<file path="src/rtl/y86_pkg.sv">
// Y86-64 shared definitions: icodes, register ids, status.
// Imported by the write-back stage and its decoder.
package y86_pkg;

  localparam logic [3:0] IHALT   = 4'h0;
  localparam logic [3:0] INOP    = 4'h1;
  localparam logic [3:0] IRRMOVQ = 4'h2;
  localparam logic [3:0] IIRMOVQ = 4'h3;
  localparam logic [3:0] IRMMOVQ = 4'h4;
  localparam logic [3:0] IMRMOVQ = 4'h5;
  localparam logic [3:0] IOPQ    = 4'h6;
  localparam logic [3:0] IJXX    = 4'h7;
  localparam logic [3:0] ICALL   = 4'h8;
  localparam logic [3:0] IRET    = 4'h9;
  localparam logic [3:0] IPUSHQ  = 4'hA;
  localparam logic [3:0] IPOPQ   = 4'hB;

  localparam logic [3:0] RNONE = 4'hF;
  localparam logic [3:0] RRSP  = 4'h4;

  typedef enum logic [1:0] {
    AOK = 2'd0,
    HLT = 2'd1,
    INS = 2'd2
  } stat_t;

  function automatic logic is_bad_icode(
    input logic [3:0] ic
  );
    return ic > IPOPQ;
  endfunction

endpackage

</file>
<file path="src/rtl/writeback_regfile_if.sv">
// Retiring-instruction bundle handed to write-back.
// master drives it, slave (the regfile) consumes it.
interface writeback_regfile_if #(
  parameter int DATA_W = 64
);
  logic              instr_valid;
  logic [3:0]        icode;
  logic [3:0]        rA;
  logic [3:0]        rB;
  logic              cnd;
  logic [DATA_W-1:0] valE;
  logic [DATA_W-1:0] valM;

  modport master (
    output instr_valid, icode, rA, rB,
    output cnd, valE, valM
  );

  modport slave (
    input instr_valid, icode, rA, rB,
    input cnd, valE, valM
  );
endinterface

</file>
<file path="src/rtl/wb_dst_decode.sv">
// Destination decode for write-back.
// Pure combinational; 4'hF means no write.
module wb_dst_decode
  import y86_pkg::*;
(
  input  logic [3:0] icode,
  input  logic [3:0] rA,
  input  logic [3:0] rB,
  input  logic       cnd,
  output logic [3:0] dstE,
  output logic [3:0] dstM
);

  // E-port destination: rB for moves/ALU, rsp for stack ops
  always_comb begin
    dstE = RNONE;
    unique case (1'b1)
      (icode == IRRMOVQ):
        dstE = cnd ? rB : RNONE;
      (icode == IIRMOVQ),
      (icode == IOPQ):
        dstE = rB;
      (icode == ICALL),
      (icode == IRET),
      (icode == IPUSHQ),
      (icode == IPOPQ):
        dstE = RRSP;
      default:
        dstE = RNONE;
    endcase
  end

  // M-port destination: rA for loads and pops
  always_comb begin
    dstM = RNONE;
    unique case (1'b1)
      (icode == IMRMOVQ),
      (icode == IPOPQ):
        dstM = rA;
      default:
        dstM = RNONE;
    endcase
  end

endmodule

</file>
<file path="src/rtl/writeback_regfile.sv">
// Y86-64 SEQ write-back stage and program register file.
// Also holds processor status and retired count.
module writeback_regfile
  import y86_pkg::*;
#(
  parameter int               DATA_W   = 64,
  parameter int               CNT_W    = 32,
  parameter logic [DATA_W-1:0] RSP_INIT = '0
) (
  input  logic                clk,
  input  logic                rst_n,
  writeback_regfile_if.slave  wb,
  output logic [DATA_W-1:0]   rax,
  output logic [DATA_W-1:0]   rcx,
  output logic [DATA_W-1:0]   rdx,
  output logic [DATA_W-1:0]   rbx,
  output logic [DATA_W-1:0]   rsp,
  output logic [DATA_W-1:0]   rbp,
  output logic [DATA_W-1:0]   rsi,
  output logic [DATA_W-1:0]   rdi,
  output logic [DATA_W-1:0]   r8,
  output logic [DATA_W-1:0]   r9,
  output logic [DATA_W-1:0]   r10,
  output logic [DATA_W-1:0]   r11,
  output logic [DATA_W-1:0]   r12,
  output logic [DATA_W-1:0]   r13,
  output logic [DATA_W-1:0]   r14,
  output logic [3:0]          dstE,
  output logic [3:0]          dstM,
  output logic [1:0]          stat,
  output logic                halted,
  output logic [CNT_W-1:0]    retired
);

  logic [DATA_W-1:0] regs [15];
  stat_t             stat_q;
  logic              commit;

  wb_dst_decode u_dec (
    .icode (wb.icode),
    .rA    (wb.rA),
    .rB    (wb.rB),
    .cnd   (wb.cnd),
    .dstE  (dstE),
    .dstM  (dstM)
  );

  assign commit = wb.instr_valid && (stat_q == AOK);

  // Register writes; M-port written last so it wins on dstE==dstM
  always_ff @(posedge clk or negedge rst_n) begin
    if (!rst_n) begin
      for (int i = 0; i < 15; i++)
        regs[i] <= (i == 4) ? RSP_INIT : '0;
    end else if (commit) begin
      if (dstE != RNONE)
        regs[dstE] <= wb.valE;
      if (dstM != RNONE)
        regs[dstM] <= wb.valM;
    end
  end

  // Status: halt or bad icode stops the machine until reset
  always_ff @(posedge clk or negedge rst_n) begin
    if (!rst_n)
      stat_q <= AOK;
    else if (commit) begin
      if (is_bad_icode(wb.icode))
        stat_q <= INS;
      else if (wb.icode == IHALT)
        stat_q <= HLT;
    end
  end

  // Retired counter; bad icodes do not retire
  always_ff @(posedge clk or negedge rst_n) begin
    if (!rst_n)
      retired <= '0;
    else if (commit && !is_bad_icode(wb.icode))
      retired <= retired + CNT_W'(1);
  end

  assign stat   = stat_q;
  assign halted = (stat_q != AOK);

  assign rax = regs[0];
  assign rcx = regs[1];
  assign rdx = regs[2];
  assign rbx = regs[3];
  assign rsp = regs[4];
  assign rbp = regs[5];
  assign rsi = regs[6];
  assign rdi = regs[7];
  assign r8  = regs[8];
  assign r9  = regs[9];
  assign r10 = regs[10];
  assign r11 = regs[11];
  assign r12 = regs[12];
  assign r13 = regs[13];
  assign r14 = regs[14];

endmodule

</file>
<file path="src/flat_wrapper.sv">
// flat-port wrapper written by rule: the top's interface ports become plain ports
module writeback_regfile_flat import y86_pkg::*;
#(
  parameter int               DATA_W   = 64,
  parameter int               CNT_W    = 32,
  parameter logic [DATA_W-1:0] RSP_INIT = '0
)
  (clk, rst_n, rax, rcx, rdx, rbx, rsp, rbp, rsi, rdi, r8, r9, r10, r11, r12, r13, r14, dstE, dstM, stat, halted, retired, wb_instr_valid, wb_icode, wb_rA, wb_rB, wb_cnd, wb_valE, wb_valM);
  writeback_regfile_if #(.DATA_W(DATA_W)) wb_i ();
  input  logic clk;
  input  logic rst_n;
  output logic [DATA_W-1:0] rax;
  output logic [DATA_W-1:0] rcx;
  output logic [DATA_W-1:0] rdx;
  output logic [DATA_W-1:0] rbx;
  output logic [DATA_W-1:0] rsp;
  output logic [DATA_W-1:0] rbp;
  output logic [DATA_W-1:0] rsi;
  output logic [DATA_W-1:0] rdi;
  output logic [DATA_W-1:0] r8;
  output logic [DATA_W-1:0] r9;
  output logic [DATA_W-1:0] r10;
  output logic [DATA_W-1:0] r11;
  output logic [DATA_W-1:0] r12;
  output logic [DATA_W-1:0] r13;
  output logic [DATA_W-1:0] r14;
  output logic [3:0] dstE;
  output logic [3:0] dstM;
  output logic [1:0] stat;
  output logic halted;
  output logic [CNT_W-1:0] retired;
  input wire logic [$bits(wb_i.instr_valid)-1:0] wb_instr_valid;
  input wire logic [$bits(wb_i.icode)-1:0] wb_icode;
  input wire logic [$bits(wb_i.rA)-1:0] wb_rA;
  input wire logic [$bits(wb_i.rB)-1:0] wb_rB;
  input wire logic [$bits(wb_i.cnd)-1:0] wb_cnd;
  input wire logic [$bits(wb_i.valE)-1:0] wb_valE;
  input wire logic [$bits(wb_i.valM)-1:0] wb_valM;
  assign wb_i.instr_valid = wb_instr_valid;
  assign wb_i.icode = wb_icode;
  assign wb_i.rA = wb_rA;
  assign wb_i.rB = wb_rB;
  assign wb_i.cnd = wb_cnd;
  assign wb_i.valE = wb_valE;
  assign wb_i.valM = wb_valM;
  writeback_regfile #(.DATA_W(DATA_W), .CNT_W(CNT_W), .RSP_INIT(RSP_INIT)) u_core (.clk(clk), .rst_n(rst_n), .wb(wb_i), .rax(rax), .rcx(rcx), .rdx(rdx), .rbx(rbx), .rsp(rsp), .rbp(rbp), .rsi(rsi), .rdi(rdi), .r8(r8), .r9(r9), .r10(r10), .r11(r11), .r12(r12), .r13(r13), .r14(r14), .dstE(dstE), .dstM(dstM), .stat(stat), .halted(halted), .retired(retired));
endmodule
</file>
<file path="config.mk">
export PLATFORM = sky130hd
export DESIGN_NAME = writeback_regfile_flat
export DESIGN_NICKNAME = d
export VERILOG_FILES = /design/src/rtl/y86_pkg.sv /design/src/rtl/writeback_regfile_if.sv /design/src/rtl/wb_dst_decode.sv /design/src/rtl/writeback_regfile.sv /design/src/flat_wrapper.sv
export SDC_FILE = /design/constraint.sdc
export NUM_CORES = 2
export LEC_CHECK = 0
export ABC_AREA = 0
export BUFFER_PORTS_ARGS = -buffer_cell sky130_fd_sc_hd__buf_2
export CORE_AREA = 10 10 436 438
export CTS_CLUSTER_DIAMETER = 80
export DETAILED_ROUTE_END_ITERATION = 12
export DIE_AREA = 0 0 446 448
export PLACE_DENSITY = 0.41
export REMOVE_ABC_BUFFERS = 1
export SYNTH_ARGS = -nofsm -noshare
export SYNTH_HDL_FRONTEND = slang
export SYNTH_SLANG_ARGS = --single-unit
</file>
<file path="constraint.sdc">
create_clock -name clk -period 2.33 [get_ports clk]
set_clock_uncertainty 0.1 [all_clocks]
set_input_delay 0.233 -clock clk [delete_from_list [all_inputs] [get_ports clk]]
set_output_delay 0.233 -clock clk [all_outputs]
set_load 0.02 [all_outputs]
</file>
==> results.cfg <==
[floorplanning]
die_x_um = 446
num_rows = 157
coreArea_mm2 = 0.182
die_h_um = 448
start_util = 0.243
dieArea_mm2 = 0.200
num_io_pins = 1147

[grt]
grt_pass1_vias = 45128
grt_overflow_total = 0
grt_pass1_wl_mm = 411
grt_usage = 0.294
grt_start_max_net_pins = 122
antenna_found_initial = 27

[sta]
fin_ws_ns = -0.147
fin_crit_sh = 1.06
tightest_slew_ns = 0.845
worst_hold_slack_ns = 0.0831
slew_viol_final = 0
slew_headroom = 0.432
fin_crit_ns = 2.48
rsz0062_at_grt = yes
setup_viol = 203
hold_viol = 0
max_freq_mhz = 404

[clocking]
htree_levels = 3
root_buffer = clkbuf_16
clk_pin_slew_ns = 0.06
clk_latency_ns = 0.80
cts_buffers = 120
max-clock-path-buffers = 3
cts_tree = done
clkSinkCount = 994

[worst_setup_path]
path_max_fanout = 5
path_buf_inv = 4
worst_path_largest_cell_delay_ns = 0.58
worstReg2RegStart = u_core.stat[1]$_DFFE_PN0P_
rr_endpoint = u_core.r14[49]$_DFFE_PN0P_
crit_path_end_kind = flip-flop
path_common_cell = buf_6
start_kind = flip-flop
path_depth = 8
critPathSlowestCell = or4_4
rr_worst_depth = 8
cp_top_family = simple AND/OR/NAND/NOR gates
crit_required_ns = 2.91
reg2reg_setup_slack_ns = -0.15
critPathArrivalTime_ns = 3.06
cp_cell_sequence = nor3b_2, buf_6, buf_6, nand4_1, or4_4, buf_6, buf_16, o221a_4
worstSetupPathType = flip-flop to flip-flop

[synthesis]
synth-main-ff-cell = dfrtp_1
ys_seq_area_frac = 0.564
synth_edf_count = 0
synth_cell_types = 72
yosysTopAreaCellShare = 0.564
syn_area_mm2 = 0.0441
yosysMostFrequentCell = dfrtp_1
async_reset_ff_frac = 1.00
syn_avg_cell_area_um2 = 10.8
syn_inst = 4069
synth_top_cell_by_area = dfrtp_1
synth-seq-cells = 994
synth_commonest_cells = dfrtp_1 (994), o22ai_1 (372), clkbuf_1 (364)
synthTopCellsByArea = dfrtp_1 (56%), a2bb2oi_1 (6.7%), o221a_2 (5.5%), o22ai_1 (5.3%), clkbuf_1 (3.1%)
yosysWarnings = 0

[layout]
area_delta_synth_final_pct = 52.4
drive_above_1_share = 0.438
fin_nets = 5706
fin_area_mm2 = 0.0672

[route]
via_per_inst = 5.67
drtAntennaViolNets = 0
route.detailed.drc = 0
vias = 45751
drtIter0Drc = 4414
wl_mm = 321
dr.pass1.iters = 7
wire_per_inst_um = 39.8

[place]
placed_area_mm2 = 0.0567
portBuffers = 1146
dp_hpwl_mm = 216
gp_congestion = 0.876

[run]
drv_cap = 0

[power_and_ir_drop]
leakage_nw = 31.4
power_density_mw_per_mm2 = 961
ir_drop_mv = 0.786

[outcome]
outcome = finished, violations left
violations = setup timing

[min_path]
hold_path.class = primary input to async pin
-- per-stage QoR --
stage / utilization / total power, mW / worst slack [ns] / setup TNS [ns] / cells
detailed placement: 0.312 / 43.2 / -0.807 / -371.45 / 7575
finish: 0.370 / 64.5 / -0.147 / -8.01 / 8062
floorplan: - / 31.2 / -39.05 / - / 3568
global placement: 0.312 / 43.1 / -0.816 / -354.10 / 7575
CTS: 0.350 / 63.5 / -0.117 / -4.76 / 7990
global route: 0.370 / 66.6 / -0.190 / -19.20 / 8059
-- cell usage in the layout (no fill, tap or decap), drive strengths merged, types with 6 or more instances in the layout --
master       count
o22a            11
o22ai          372
clkinv          24
dfrtp          994
nor3            82
xnor2           19
o21a            43
a2bb2oi        344
dlygate4sd3    135
nand2b           7
bufinv           6
nor2b            8
a222oi          13
o221ai           7
a22oi           99
clkbuf         216
a221oi         108
diode           13
a221o           70
or4             19
inv            238
or3             23
buf           1701
o32ai           57
o221a          216
nand3           80
nor4            13
a21oi           82
nand2          234
o21ai           67
xor2            12
or2             23
nand4           11
nor2           268
-- registers in the layout, indices dropped and copies added, names as in the netlist --
signal          cells
u_core.retired     32
u_core.r11         64
u_core.r13         64
u_core.rbp         64
u_core.rcx         64
u_core.r14         64
u_core.rbx         64
u_core.r8          64
u_core.rsp         64
u_core.rdi         64
u_core.rax         64
u_core.rsi         64
u_core.rdx         64
u_core.r9          64
u_core.r12         64
u_core.r10         64
u_core.stat         2
-- final cells by class --
type / instances / area, um2
fill: 18111 / 115000
sequential: 994 / 24900
multi-input combinational: 2346 / 19300
timing repair buffer: 1869 / 15100
clock buffer: 183 / 3590
tap: 2385 / 2980
inverter: 230 / 863
clock inverter: 42 / 464
antenna: 13 / 32.5
-- cells by family after synthesis --
group | Yosys count | share of synthesized area
AO/OA/AOI/OAI | 1519 | 0.281
adder cells (fa/ha/maj) | 1 | 0.000284
buffers and inverters | 731 | 0.0657
flip-flops | 994 | 0.564
XOR/XNOR | 31 | 0.00616
AND/OR/NAND/NOR | 792 | 0.0827
multiplexers | 1 | 0.000255
-- worst max-delay path by stage --
stage                                            end  slack [ns]                        from
after floorplan           u_core.rax[11]$_DFFE_PN0P_      -39.05  u_core.stat[1]$_DFFE_PN0P_
after global placement    u_core.rbp[20]$_DFFE_PN0P_       -0.82                 wb_icode[3]
after detailed placement   u_core.rbp[8]$_DFFE_PN0P_       -0.81                 wb_icode[0]
after CTS                 u_core.r14[57]$_DFFE_PN0P_       -0.12  u_core.stat[0]$_DFFE_PN0P_
after global routing      u_core.r14[49]$_DFFE_PN0P_       -0.19  u_core.stat[0]$_DFFE_PN0P_
final                     u_core.r14[49]$_DFFE_PN0P_       -0.15  u_core.stat[1]$_DFFE_PN0P_
-- what timing repair did --
action | CTS | global route
gates resized for setup | 117 | 443
endpoints found under the hold margin | 1945 | 0
cloned | 18 | 40
hold buffers | 136 | 0
buffers inserted | 37 | 27
endpoints found under the setup margin | 643 | 524
pin swaps | 24 | 112
-- power breakdown --
part	switching [mW]	internal (mW)
sequential	3.02	21.3
combinational	12.8	7.73
clock	8.46	11.3
-- tightest hold or removal path: stages --
cell and delay [ns]:
dlygate4sd3_1 0.57, buf_8 0.27, buf_12 0.22
-- routing by layer --
metal  vias up  global-route usage  wire length [um]
li1      18504                   -                 -
met1     24107               0.363            126000
met2      2551               0.483            151000
met3       579              0.0638             24800
met4        10               0.149             20300
met5         -                   0                47
No activity file was read; power rests on OpenSTA's default activity.
